`config.mk`:
```
export PLATFORM = sky130hd
export DESIGN_NAME = truth_table_sweeper
export DESIGN_NICKNAME = d
export VERILOG_FILES = /design/src/rtl/truth_table_sweeper.sv
export SDC_FILE = /design/constraint.sdc
export NUM_CORES = 1
export LEC_CHECK = 0
export BUFFER_PORTS_ARGS = -buffer_cell sky130_fd_sc_hd__buf_2
export CAP_MARGIN = 20
export CORE_MARGIN = 3
export CORE_UTILIZATION = 37
export CTS_BUF_LIST = sky130_fd_sc_hd__clkbuf_16
export DETAILED_ROUTE_END_ITERATION = 8
export PLACE_DENSITY_LB_ADDON = 0.3
export RECOVER_POWER = 25
export SETUP_SLACK_MARGIN = 0.4
export SLEW_MARGIN = 20
export SYNTH_ARGS = -nofsm -noshare
export SYNTH_HDL_FRONTEND = slang
export SYNTH_SLANG_ARGS = --single-unit
export TNS_END_PERCENT = 1
```
`constraint.sdc`:
```
create_clock -name clk -period 2.4 [get_ports clk]
set_clock_uncertainty 0.05 [all_clocks]
set_input_delay 0.72 -clock clk [delete_from_list [all_inputs] [get_ports clk]]
set_output_delay 0.72 -clock clk [all_outputs]
set_load 0.01 [all_outputs]
```
`src/rtl/truth_table_sweeper.sv`:
```
// truth_table_sweeper: steps every input vector, samples the circuit output and scores it against an expected table.
module truth_table_sweeper #(
    parameter int N_IN   = 3,
    parameter int SETTLE = 2
) (
    input  logic                 clk,
    input  logic                 rst_n,
    input  logic                 start,
    input  logic [2**N_IN-1:0]   expected,
    output logic [N_IN-1:0]      stim,
    input  logic                 resp,
    output logic                 busy,
    output logic                 done,
    output logic                 pass,
    output logic [2**N_IN-1:0]   captured,
    output logic [N_IN:0]        err_count,
    output logic [N_IN-1:0]      first_err,
    output logic                 first_err_valid
);
    localparam int T  = 2**N_IN;
    localparam int CW = $clog2(SETTLE + 1);
    typedef enum logic [1:0] {IDLE, RUN, DONE} state_t;
    state_t          state_q;
    logic [T-1:0]    exp_q, captured_q;
    logic [CW-1:0]   cnt_q;
    logic [N_IN-1:0] stim_q, first_q;
    logic [N_IN:0]   err_q, err_d;
    logic            busy_q, done_q, pass_q, fev_q, mis;
    assign mis   = resp != exp_q[stim_q];
    assign err_d = err_q + (N_IN+1)'(mis);
    assign stim            = stim_q;
    assign busy            = busy_q;
    assign done            = done_q;
    assign pass            = pass_q;
    assign captured        = captured_q;
    assign err_count       = err_q;
    assign first_err       = first_q;
    assign first_err_valid = fev_q;
    always_ff @(posedge clk or negedge rst_n) begin
        if (!rst_n) begin
            state_q    <= IDLE;
            exp_q      <= '0;
            captured_q <= '0;
            cnt_q      <= '0;
            stim_q     <= '0;
            first_q    <= '0;
            err_q      <= '0;
            busy_q     <= 1'b0;
            done_q     <= 1'b0;
            pass_q     <= 1'b0;
            fev_q      <= 1'b0;
        end else begin
            case (state_q)
                IDLE: if (start) begin
                    state_q    <= RUN;
                    exp_q      <= expected;
                    captured_q <= '0;
                    cnt_q      <= '0;
                    stim_q     <= '0;
                    first_q    <= '0;
                    err_q      <= '0;
                    busy_q     <= 1'b1;
                    pass_q     <= 1'b0;
                    fev_q      <= 1'b0;
                end
                RUN: if (cnt_q != CW'(SETTLE)) begin
                    cnt_q <= cnt_q + 1'b1;
                end else begin
                    // last edge of the slot: sample, score, then advance or finish
                    cnt_q              <= '0;
                    captured_q[stim_q] <= resp;
                    err_q              <= err_d;
                    if (mis && !fev_q) begin
                        first_q <= stim_q;
                        fev_q   <= 1'b1;
                    end
                    if (&stim_q) begin
                        state_q <= DONE;
                        stim_q  <= '0;
                        busy_q  <= 1'b0;
                        done_q  <= 1'b1;
                        pass_q  <= err_d == '0;
                    end else begin
                        stim_q <= stim_q + 1'b1;
                    end
                end
                default: begin
                    state_q <= IDLE;
                    done_q  <= 1'b0;
                end
            endcase
        end
    end
endmodule

```
==> impl_results.md, run 1 <==
- First-pass GRT wire length: 6147 µm
- Initial antenna violation count: 0
- CP startpoint kind: flop
- Maxcap violations: 0
- Syn nets: 170
- Post-synthesis sequential area ratio: 0.5199
- Vias in the first global route: 1331
- NetSw: 1.035 mW
- Synth Register Bits: 34
- Buf/Inv on CP: 0
- Cell Chain, Critical Path: mux2i_1, mux4_2, xnor2_2, ha_2, ha_4, nor3_1, and3_1, mux2_4
- DPL Wire Length: 2661 µm
- WL/cell: 15.17 µm
- Core Region: 4144 µm²
- Clk sinks: 34
- Setup Fix Bufs, Post-CTS: 0
- Max FO, Critical Path: 5
- Non-Filler Instances: 241
- WS Path Type: reg -> reg
- Hold Crit Class: reg -> reg
- Leakage power: 0.9599 nW
- Synth async-reset ratio: 1.000
- DRC Markers: 0
- Fmax: 420.2 MHz
- Worst rel slew slack: 0.4382
- Max H-tree Level: 2
- Crit-path slowest cell: mux4_2
- DRT Pass-1 Iters: 4
- Combinational share of power: 0.450
- Clock-pin slew on the worst setup and hold paths: 0.05 ns
- Internal: 1.791 mW
- RD Place Congestion: 0.7511
- CTS tree: built
- Via density per instance: 5.382
- Synth top area share: 0.5199
- Pin count of the biggest net entering global routing: 35
- I/O pins: 34
- Final net count: 208
- Cell row count: 23
- Max Slew Vio Count: 0
- Drt initial violations: 40
- Placed cell count: 235
- Area leader, netlist: dfrtp_1
- Hold-fix buffers, CTS: 0
- Layout cells sized above 1: 0.3246
- Net Sw Frac: 0.3661
- Congestion Overflow GR: 0
- Gate Count Post-Synth: 154
- Final ANT Viol Nets: 0
- Via count: 1297
- CP top delay family: multiplexers
- CP Capture Type: flop
- Post-synth top cells: dfrtp_1 (34), o21ai_0 (19), nor2_1 (13)
- Worst endpoint data arrival time: 2.49 ns
- RSZ-0062 raised after global routing: true
- Routed wire length: 3657 µm
- Worst EP required: 2.51 ns
- Ant. Diodes: 0
- EDFF count, synth: 0
- Most common cell in the netlist: dfrtp_1
- Root buffer cell: clkbuf_16
- CTS buffer count: 5
- Clock power share: 0.205
- Clk buf depth: 2
- Slowest Stage Delay on Critical Path: 0.52 ns
- Distinct cells, synth: 31
- Synth warn: 0
- Fin crit share: 0.9916
- Status: complete, no violations
- Sequential power share: 0.345
- # setup viols final: 0
- Top_reg_cell synth: dfrtp_1
- Worst vdd ir: 0.4666 mV
- Die Y: 72.51 µm
- Hold Vio Cnt, Final: 0
- Area contributors post-synth: dfrtp_1 (52%), mux2_2 (6.2%), o21ai_0 (5.8%)
- Mapped cell area: 1637 µm²
- Mean Syn Cell Area: 10.63 µm²
- Die X: 72.51 µm
- Crit path time final: 2.380 ns
- Initial core utilization: 0.3949
- Fillcell total: 407
- Least-Margin Pin Slew: 0.8427 ns
- Tot GR Track Use: 0.1536
- Layout area overhead: 24.16%
- Skew-Pair Late Insertion Delay: 0.28 ns
- IO buf count: 33
- Worst hold slack: 0.4266 ns
- Full die area: 5257 µm²
- Pwr Density: 1391 nW/µm²
[area by class of cell]
cell class,count,area (µm²),area share
Timing Repair Buffer,41,225.2,0.1108
Sequential cell,34,852.1,0.4193
Inverter,5,18.77,0.009236
Clock buffer,5,125.1,0.06158
Tap cell,50,62.56,0.03079
Clock inverter,1,3.754,0.001847
Multi-Input combinational cell,105,744.5,0.3664
[metrics by stage]
step           instance area [µm²]  power (mW)  setup TNS, ns  utilization  setup slack (ns)
3_5_place_dp                  1898       2.255      -0.003453       0.4580         -0.003453
3_3_place_gp                  1898       2.184              0       0.4580           0.08172
5_1_grt                       2032       3.037       -0.06995       0.4903          -0.06995
2_1_floorplan                 1659       1.845       -0.02442            -          -0.02442
4_1_cts                       2032       2.855              0       0.4903          0.004392
6_report                      2032       2.826              0       0.4903           0.02019
[sequential cells by signal, indices dropped and copies added (netlist names), 2 cells and up]
| name | cells |
|---|---|
| captured | 8 |
| cnt_q | 2 |
| err_count | 4 |
| exp_q | 8 |
| first_err | 3 |
| state_q | 2 |
| stim | 3 |
[metal layers]
layer	vias up	routed length [µm]	GRT usage
li1	617	-	-
met5	-	0	0
met2	40	1752	0.2417
met1	633	1609	0.1933
met4	0	64	0.06352
met3	7	230	0.05263
[worst paths after layout]
check                                         start  slack (ns)  cells past startpoint                  endpoint
worst min-delay path               busy$_DFFE_PN0P_        0.43                      1          busy$_DFFE_PN0P_
worst min register to register     busy$_DFFE_PN0P_        0.43                      1          busy$_DFFE_PN0P_
max in group asynchronous                     rst_n        1.23                      1       stim[0]$_DFFE_PN0P_
min in group asynchronous                     rst_n        0.49                      1  err_count[2]$_DFFE_PN0P_
worst max-delay path            stim[0]$_DFFE_PN0P_        0.02                      8          pass$_DFFE_PN0P_
worst max register to register  stim[0]$_DFFE_PN0P_        0.02                      8          pass$_DFFE_PN0P_
[placed cells by master (no fill, tap or decap), drive strengths merged]
| master | instances |
|---|---|
| o31ai | 3 |
| clkinv | 1 |
| nand3 | 8 |
| nor2 | 13 |
| a21oi | 1 |
| a22o | 4 |
| a21o | 2 |
| dfrtp | 34 |
| inv | 5 |
| nor2b | 1 |
| nor3b | 3 |
| mux2i | 5 |
| o211ai | 3 |
| o21ai | 19 |
| buf | 40 |
| nor4 | 1 |
| ha | 4 |
| and4b | 1 |
| and3 | 1 |
| nor3 | 3 |
| xnor2 | 2 |
| mux2 | 9 |
| a31oi | 4 |
| nand3b | 2 |
| xor2 | 1 |
| clkbuf | 6 |
| nand2b | 3 |
| mux4 | 1 |
| nand2 | 11 |
[cells by family (layout without fill, tap and decap cells)]
family / count (synthesis) / in the layout / synth area share
AOI/OAI and AO/OA: 36 / 36 / 0.1345
xor gates and xnor gates: 3 / 3 / 0.01606
adders and majority gates: 4 / 4 / 0.03058
buffers and inverters: 15 / 52 / 0.04128
DFF: 34 / 34 / 0.5199
muxes: 15 / 15 / 0.1139
and+or+nand+nor: 47 / 47 / 0.1437
[power groups by stage]
stage | clock, mW | sequential, mW | combinational [mW]
detailed placement | 0 | 0.982 | 1.27
finish | 0.579 | 0.974 | 1.27
global placement | 0 | 0.970 | 1.21
floorplan | 0 | 0.992 | 0.853
CTS | 0.595 | 0.977 | 1.28
global route | 0.622 | 1.00 | 1.41
[timing repair]
item                                    in CTS  in global routing
endpoints found under the setup margin       5                  5
gates resized for setup                      2                  1
pin swaps                                    3                  2
Note: power is estimated with default switching activity, not from simulation.
==> inputs of run 2 (changes only) <==
==> constraint.sdc (replaced) <==
create_clock -name clk -period 2.4 [get_ports clk]
set_clock_uncertainty 0.05 [all_clocks]
set_input_delay 0.36 -clock clk [delete_from_list [all_inputs] [get_ports clk]]
set_output_delay 0.36 -clock clk [all_outputs]
set_load 0.01 [all_outputs]
==> impl_results.md, run 2 (synthesis gave the netlist of run 1 again) <==
- Status: finished, violations left
- Failing checks: max-capacitance violations, max-slew violations
- DPL Wire Length: 2661 µm (unchanged)
- Worst endpoint data arrival time: 2.49 ns (about the same)
- Final ANT Viol Nets: 0 (unchanged)
- Vias in the first global route: 1331 (unchanged)
- Clock-pin slew on the worst setup and hold paths: 0.05 ns (about the same)
- Area of the multi-input gates: 744.5 µm² (unchanged)
- Core Region: 4144 µm² (unchanged)
- Design Power: 2.825 mW (about the same)
- Max FO, Critical Path: 5 (unchanged)
- Drt initial violations: 40 (unchanged)
- CTS tree: built
- Worst vdd ir: 0.4669 mV (about the same)
- Pin count of the biggest net entering global routing: 35 (unchanged)
- Congestion Overflow GR: 0 (unchanged)
- Setup Fix Bufs, Post-CTS: 0 (unchanged)
- CP Capture Type: flop
- Layout cells sized above 1: 0.3194 (-0.005236)
- CP startpoint kind: flop
- IO buf count: 33 (unchanged)
- Non-Filler Instances: 241 (unchanged)
- WS Path Type: reg -> reg
- Pwr Density: 1391 nW/µm² (about the same)
- Hold Vio Cnt, Final: 0 (unchanged)
- Worst hold slack: 0.2691 ns (-0.1575 ns)
- DR WL met2: 1742 µm (-0.57%)
- Least-Margin Pin Slew: 1.794 ns (+0.9512 ns)
- Cell row count: 23 (unchanged)
- Tot GR Track Use: 0.1536 (unchanged)
- Commonest non-fill, non-tap cell in the layout: dfrtp_1
- Routed wire length: 3644 µm (-0.36%)
- Post-Route Setup TNS: 0 ns (unchanged)
- Ant. Diodes: 0 (unchanged)
- Fin crit share: 0.9922 (about the same)
- Final net count: 208 (unchanged)
- Max Slew Vio Count: 35 (+35)
- CTS buffer count: 5 (unchanged)
- Wire length on met3: 238 µm (+3.5%)
- Max H-tree Level: 2 (unchanged)
- Via density per instance: 5.373 (-0.15%)
- Die X: 72.51 µm (unchanged)
- Initial antenna violation count: 0 (unchanged)
- Root buffer cell: clkbuf_16
- RSZ-0062 raised after global routing: true
- Die Y: 72.51 µm (unchanged)
- # setup viols final: 0 (unchanged)
- Hold Crit Class: in -> reg
- Clk buf depth: 2 (unchanged)
- Full die area: 5257 µm² (unchanged)
- WL/cell: 15.12 µm (-0.36%)
- DRT Pass-1 Iters: 4 (unchanged)
- Maxcap violations: 1 (+1)
- Most frequent cells in the layout: dfrtp_1 (33), buf_2 (32), o21ai_0 (18)
- Clk sinks: 34 (unchanged)
- Crit path time final: 2.381 ns (+0.001354 ns)
- Fillcell total: 408 (+0.25%)
- First-pass GRT wire length: 6147 µm (unchanged)
- RD Place Congestion: 0.7511 (unchanged)
- Via count: 1295 (-0.15%)
- DRC Markers: 0 (unchanged)
- I/O pins: 34 (unchanged)
- M1 WL: 1598 µm (-0.68%)
- Worst EP required: 2.51 ns (about the same)
- Layout area overhead: 24.08% (about the same)
- Placed cell count: 235 (unchanged)
- DR top layer: met4
- Leakage power: 0.9569 nW (-0.31%)
- Fmax: 420.0 MHz (about the same)
- Skew-Pair Late Insertion Delay: 0.28 ns (about the same)
- FF+latch area: 852.1 µm² (unchanged)
- Initial core utilization: 0.3949 (unchanged)
- Worst rel slew slack: -0.1959 (-0.6341)
run 2: cell types whose count changed in the layout (fill, tap and decap cells not counted):
cell,previous run,this run
clkbuf_1,0,1
clkbuf_2,1,0
run 2: layout make-up:
| cell class | count | share of cell area |
|---|---|---|
| inverters | 5 | 0.009242 |
| flip-flops and latches | 34 | 0.4196 |
| clock inverters | 1 | 0.001848 |
| multi-input cells | 105 | 0.3666 |
| clock buffers | 5 | 0.06161 |
| repair buffers | 41 | 0.1103 |
| well taps | 50 | 0.03081 |
run 2: per-layer routing:
layer | vias to the layer above | global-route usage
met2 | 38 | 0.2417
met5 | - | 0
met1 | 632 | 0.1933
met4 | 0 | 0.06352
li1 | 618 | -
met3 | 7 | 0.05263
run 2: timing repair:
item	CTS	global route
hold buffers	0	0
pin swaps	3	2
resized for setup	2	1
setup endpoints to repair	5	5
run 2: path summary, 6_finish.rpt:
| path | cells past startpoint | slack, ns | start | end |
|---|---|---|---|---|
| worst max-delay path | 8 | 0.02 | stim[0]$_DFFE_PN0P_ | pass$_DFFE_PN0P_ |
| worst min-delay path | 2 | 0.27 | expected[3] | exp_q[3]$_DFFE_PN0P_ |
| worst max register to register | 8 | 0.02 | stim[0]$_DFFE_PN0P_ | pass$_DFFE_PN0P_ |
| worst min register to register | 1 | 0.43 | busy$_DFFE_PN0P_ | busy$_DFFE_PN0P_ |
| max in group asynchronous | 1 | 0.63 | rst_n | stim[0]$_DFFE_PN0P_ |
| min in group asynchronous | 1 | 0.51 | rst_n | err_count[3]$_DFFE_PN0P_ |
run 2: metrics by stage:
| step | util | area (µm²) | setup slack, ns |
|---|---|---|---|
| final | 0.4900 | 2031 | 0.01883 |
| after global routing | 0.4900 | 2031 | -0.06995 |
| after CTS | 0.4903 | 2032 | 0.004392 |
| after detailed placement | 0.4580 | 1898 | -0.003453 |
| after global placement | 0.4580 | 1898 | 0.08172 |
| after floorplan | - | 1659 | -0.02442 |
run 2: power by group:
group,total (mW),switching (mW),internal [mW]
sequential,0.974,0.175,0.798
clock,0.579,0.211,0.367
combinational,1.27,0.647,0.625
run 2: worst max-delay path, stage by stage, from the launching register on:
cell and delay (ns):
dfrtp_2 0.45, mux2i_1 0.13, mux4_2 0.52, xnor2_2 0.17, ha_2 0.21, ha_4 0.27
nor3_1 0.04, and3_1 0.15, mux2_4 0.25
